[src/rtl/fu_cdb_tx.sv]
// Per-FU completion transmitter: buffers finished results in a circular queue and
// presents them oldest-first to this FU's CDB slot, with rollback squash and drain.
module fu_cdb_tx #(
  parameter int DEPTH = 4,
  parameter int ROB_W = 5,
  parameter int PR_W  = 6
) (
  input  logic                     clock,
  input  logic                     reset,
  input  logic                     en,
  input  logic                     fu_valid,
  input  logic [PR_W-1:0]          fu_T_idx,
  input  logic [ROB_W-1:0]         fu_ROB_idx,
  input  logic [4:0]               fu_dest_idx,
  input  logic [63:0]              fu_result,
  output logic                     fu_stall,
  input  logic                     CDB_valid,
  input  logic                     rollback_en,
  input  logic [ROB_W-1:0]         ROB_rollback_idx,
  input  logic [ROB_W-1:0]         diff_ROB,
  output logic                     done,
  output logic [PR_W-1:0]          T_idx,
  output logic [ROB_W-1:0]         ROB_idx,
  output logic [4:0]               dest_idx,
  output logic [63:0]              result,
  output logic [$clog2(DEPTH):0]   count
);
  localparam int PTR_W = $clog2(DEPTH);
  localparam int CNT_W = PTR_W + 1;

  logic [DEPTH-1:0] r_live;
  logic [PR_W-1:0]  r_t_idx    [DEPTH];
  logic [ROB_W-1:0] r_rob_idx  [DEPTH];
  logic [4:0]       r_dest_idx [DEPTH];
  logic [63:0]      r_result   [DEPTH];
  logic [PTR_W-1:0] r_head;
  logic [PTR_W-1:0] r_tail;
  logic [CNT_W-1:0] r_count;

  logic             w_head_sq;
  logic             w_in_sq;
  logic             w_push;
  logic             w_pop;
  logic [DEPTH-1:0] w_slot_sq;

  // Younger-than-rollback test; distance 0 is the mispredicted instruction itself.
  function automatic logic younger(input logic [ROB_W-1:0] x,
                                   input logic [ROB_W-1:0] rb_idx,
                                   input logic [ROB_W-1:0] diff);
    logic [ROB_W-1:0] d;
    d = x - rb_idx;
    return (d != '0) && (d <= diff);
  endfunction

  assign w_head_sq = rollback_en && younger(r_rob_idx[r_head], ROB_rollback_idx, diff_ROB);
  assign w_in_sq   = rollback_en && younger(fu_ROB_idx, ROB_rollback_idx, diff_ROB);

  assign fu_stall  = (r_count == CNT_W'(DEPTH)) || !en;
  assign done      = en && (r_count != '0) && r_live[r_head] && !w_head_sq;
  assign w_push    = fu_valid && en && !fu_stall && !w_in_sq;
  assign w_pop     = (done && CDB_valid) || (en && (r_count != '0) && !r_live[r_head]);

  always_comb begin
    w_slot_sq = '0;
    for (int i = 0; i < DEPTH; i++) begin
      w_slot_sq[i] = rollback_en && en
                     && ({1'b0, PTR_W'(PTR_W'(i) - r_head)} < r_count)
                     && younger(r_rob_idx[i], ROB_rollback_idx, diff_ROB);
    end
  end

  always_ff @(posedge clock or negedge reset) begin
    if (!reset) begin
      r_head  <= '0;
      r_tail  <= '0;
      r_count <= '0;
      r_live  <= '0;
      for (int i = 0; i < DEPTH; i++) begin
        r_t_idx[i]    <= '0;
        r_rob_idx[i]  <= '0;
        r_dest_idx[i] <= '0;
        r_result[i]   <= '0;
      end
    end else begin
      r_live <= r_live & ~w_slot_sq;
      // The tail slot is never occupied when a push is allowed, so the set cannot clash with a squash.
      if (w_push) begin
        r_live[r_tail]     <= 1'b1;
        r_t_idx[r_tail]    <= fu_T_idx;
        r_rob_idx[r_tail]  <= fu_ROB_idx;
        r_dest_idx[r_tail] <= fu_dest_idx;
        r_result[r_tail]   <= fu_result;
        r_tail             <= r_tail + PTR_W'(1);
      end
      if (w_pop) r_head <= r_head + PTR_W'(1);
      r_count <= r_count + CNT_W'(w_push) - CNT_W'(w_pop);
    end
  end

  assign T_idx    = r_t_idx[r_head];
  assign ROB_idx  = r_rob_idx[r_head];
  assign dest_idx = r_dest_idx[r_head];
  assign result   = r_result[r_head];
  assign count    = r_count;

endmodule

[config.mk]
export PLATFORM = sky130hd
export DESIGN_NAME = fu_cdb_tx
export DESIGN_NICKNAME = d
export VERILOG_FILES = /design/src/rtl/fu_cdb_tx.sv
export SDC_FILE = /design/constraint.sdc
export NUM_CORES = 1
export LEC_CHECK = 0
export BUFFER_PORTS_ARGS = -buffer_cell sky130_fd_sc_hd__buf_2
export CAP_MARGIN = 20
export CORE_ASPECT_RATIO = 1.1
export CORE_MARGIN = 10
export CORE_UTILIZATION = 48
export CTS_CLUSTER_SIZE = 12
export DETAILED_ROUTE_END_ITERATION = 16
export GPL_TIMING_DRIVEN = 0
export PLACE_DENSITY = 0.64
export SLEW_MARGIN = 30
export SYNTH_ARGS = -nofsm -noshare
export SYNTH_HDL_FRONTEND = slang
export SYNTH_SLANG_ARGS = --single-unit
[constraint.sdc]
create_clock -name clock -period 10.6 [get_ports clock]
set_input_delay 3.18 -clock clock [delete_from_list [all_inputs] [get_ports clock]]
set_output_delay 3.18 -clock clock [all_outputs]
set_load 0.01 [all_outputs]
==> results.txt <==
----------------------------------------------------
[Timing]
  Final clock skew ... 0.0185 ns
  Setup repair after global routing missed its margin ... no
  Final hold vios ... 0
  Count of endpoints failing setup in the final report ... 0
  Final worst path period share ... 0.864
  Slew Limit Headroom ... 0.401
  Actual transition at the worst max-transition pin ... 0.898 ns
  Number of slew-limit violations in the final report ... 0
  Fmax ... 109 MHz
  Total negative slack for setup checks ... 0 ns
  Crit path time final ... 9.16 ns

[CTS]
  Number of buffers added for setup after CTS ... 0
  CTS Root Cell ... clkbuf_16
  Register clock-pin slew on the reported worst setup and hold paths ... 0.06 ns
  Inserted Clock Buffers ... 38
  CTS max path bufs ... 3
  Clk sinks ... 331
  Insertion delay to the later sink of the worst-skew pair ... 0.54 ns
  TritonCTS clock tree ... yes
  CTS HTree Levels ... 2
  Post-cts repair resize count ... 0
  Hold buffer count at CTS ... 0

[Critical path]
  Kind of end point of the critical path ... primary output
  Crit start category ... input port
  Critical Setup Path Class ... in -> out
  Critical path destination ... done
  Largest stage delay on the critical path ... 0.58 ns
  Crit Reg-Reg Endpoint ... count[2]$_DFF_PN0_
  Reg2Reg Setup Slack ... 4.81 ns
  Reg-to-reg startpoint ... r_head[0]$_DFFE_PN0N_
  R2R cell count ... 20
  Maximum fanout along the worst path ... 12
  Setup crit start ... ROB_rollback_idx[1]
  Cells along the critical path ... buf_2, inv_1, fa_1, a21o_1, a21oi_1, xnor3_1, inv_1, ha_1, nand3_1, o21bai_1, a31oi_1, a21oi_1, nor2_1, buf_2
  Endpoint required time on the critical path ... 7.42 ns
  Slowest cell on the critical path ... fa_1
  Critical path data arrival time ... 5.98 ns

[Placement]
  # placed instances ... 1714
  Count of input and output buffers ... 179
  Gpl congestion ... 0.778
  Detailed-placement wirelength estimate ... 26900 um

[Logic synthesis]
  Dominant cell by count in the synthesized netlist ... dfrtp_1
  Leading area contributor after synthesis ... dfrtp_1
  Top flip-flop cell by instance count after synthesis ... dfrtp_1
  Share of flip-flops with an asynchronous set or reset ... 1.00
  Post-synthesis sequential element count ... 331
  Mean post-synth cell area ... 17.1 um^2
  Post-synth top cells ... 331 x dfrtp_1, 312 x mux2_4, 81 x mux4_2
  Top area cells in the synthesized netlist ... dfrtp_1 47%, mux2_4 26%, mux4_2 10%
  Sequential area share after synthesis ... 0.465
  Yosys warnings ... 0
  Synth Cell Area ... 0.0178 mm^2
  Top-area cell type share of the netlist area ... 0.465
  Number of instances in the synthesized netlist ... 1044
  Distinct cells, synth ... 44
  Syn nets ... 1211
  Post-synth EDFFs ... 0

[Floorplan]
  Width of the chip ... 204 um
  Area of the core ... 0.0364 mm^2
  Initial Utilization ... 0.490
  Die outline area ... 0.0452 mm^2
  Cell Rows ... 73
  Height of the die ... 222 um
  I/O pin cnt ... 181

[Global route]
  Total global-route track usage ... 0.179
  Largest net degree at the start of global routing ... 85
  First-pass GRT wire length ... 64200 um
  Initial antenna violation count ... 2
  Via count of the first global-routing pass ... 10800
  Total global routing overflow ... 0

[Finish]
  Synth-to-layout area growth ... 16.2%
  Final Non-Filler Cells ... 1782
  Post-layout net count ... 1434
  Fraction of layout instances using a drive strength above 1 ... 0.534

[Power]
  Comb power frac ... 0.474
  Static leakage ... 9.58 nW
  Clock network power share ... 0.193
  Total power of the final layout ... 0.00680 W
  Power density of the placed cells ... 329 mW/mm^2
  Maximum resistive drop on vdd ... 161 uV
  Int Pwr ... 0.00461 W
  Switching power summed over all nets ... 0.00219 W
  Switching Share ... 0.322
  Sequential share of power ... 0.333

[Drt]
  Wire per inst ... 22.2 um
  Via density ... 5.33
  First-iteration detailed-routing DRC count ... 443
  Antenna-violating nets left ... 0
  Count of TritonRoute iterations in the first routing pass ... 4
  Total vias in the final route ... 9503
  Total Routed Length ... 39600 um
  Post-detailed-route DRC marker count ... 0

[Outcome]
  Result of the run ... finished, final reports clean

[Worst hold path]
  Path class of the lowest-slack min-delay path ... reg -> reg

[Job]
  MaxCap Viol Count ... 0

----------------------------------------------------
## cell type report
| class | instances | area (um^2) |
|---|---|---|
| Multi-Input combinational cell | 624 | 8580 |
| Antenna cell | 2 | 5.00 |
| Tap cell | 487 | 609 |
| Sequential cell | 331 | 8280 |
| Inverter | 32 | 120 |
| Timing Repair Buffer | 183 | 1020 |
| Fill cell | 2932 | 15700 |
| Clock inverter | 10 | 106 |
| Buffer | 57 | 817 |
| Clock buffer | 56 | 1140 |
## worst min-delay path by stage
stage                        startpoint                   to  slack [ns]  cells after the start
global placement    r_live[1]$_DFF_PN0_  r_live[1]$_DFF_PN0_        0.46                      1
floorplan           r_live[1]$_DFF_PN0_  r_live[1]$_DFF_PN0_        0.44                      1
finish              r_live[1]$_DFF_PN0_  r_live[1]$_DFF_PN0_        0.48                      1
CTS                 r_live[1]$_DFF_PN0_  r_live[1]$_DFF_PN0_        0.48                      1
detailed placement  r_live[2]$_DFF_PN0_  r_live[2]$_DFF_PN0_        0.47                      1
global route        r_live[1]$_DFF_PN0_  r_live[1]$_DFF_PN0_        0.49                      1
## flip-flops by register name, summed over array words and instances, names as in the netlist
name and cells:
r_result 256, r_t_idx 24, r_dest_idx 20, r_rob_idx 20, r_live 4, count 3, r_head 2, r_tail 2
## metrics by stage
step,utilization,hold WS (ns),worst slack [ns],instance area [um^2]
floorplan,-,0.444,2.06,17800
global placement,0.531,0.455,-0.133,19300
detailed placement,0.534,0.471,1.41,19400
CTS,0.569,0.478,1.39,20700
global route,0.569,0.486,1.21,20700
finish,0.569,0.478,1.44,20700
## cell usage in the layout (no fill, tap or decap), types with 3 or more instances in the layout
master / instances
nor2_1: 7
a21oi_1: 19
mux4_2: 81
buf_12: 36
inv_1: 31
clkbuf_8: 10
o21a_1: 12
clkinv_2: 6
mux2_1: 4
xnor2_1: 16
o2111ai_1: 3
buf_16: 4
xor2_1: 10
fa_1: 7
mux2i_1: 4
and2_4: 4
ha_1: 64
nand3_1: 8
nand2_1: 14
mux2_4: 312
o21ai_0: 5
nand2b_1: 3
clkbuf_1: 18
nor2b_1: 11
buf_2: 184
clkbuf_16: 39
dfrtp_1: 331
o22ai_1: 3
a21o_1: 15
## cell families (layout without fill, tap and decap cells)
logic type,Yosys count,after routing,share of synthesized area
adder cells (fa/ha/maj),71,71,0.0529
XOR/XNOR,27,27,0.0141
other,0,2,0
AND/OR/NAND/NOR,58,58,0.0188
multiplexers,401,401,0.370
buffers and inverters,89,338,0.0525
AO/OA/AOI/OAI,67,67,0.0261
flip-flops,331,331,0.465
## worst max-delay path, delay by kind of cell
family / cells / cell delay (ns)
AOI/OAI and AO/OA: 5 / 0.88
adders and majority gates: 2 / 0.87
buffers and inverters: 4 / 0.55
xor gates and xnor gates: 1 / 0.28
and+or+nand+nor: 2 / 0.19
## metal layers
layer,wire [um],track usage,share of wire,vias to the layer above
met5,8,0,0.00020,-
met1,17800,0.241,0.45,4987
li1,-,-,-,4302
met2,19500,0.290,0.49,164
met3,1640,0.0368,0.041,48
met4,650,0.0439,0.016,2
## power by group through the flow
stage                     registers (W)  logic, W  clock network, W
after floorplan                 0.00215   0.00245                 0
after global placement          0.00225   0.00321                 0
after detailed placement        0.00226   0.00327                 0
after CTS                       0.00226   0.00328           0.00134
after global routing            0.00234   0.00351           0.00140
final                           0.00227   0.00322           0.00131
Power figures use the tool's default switching activity.
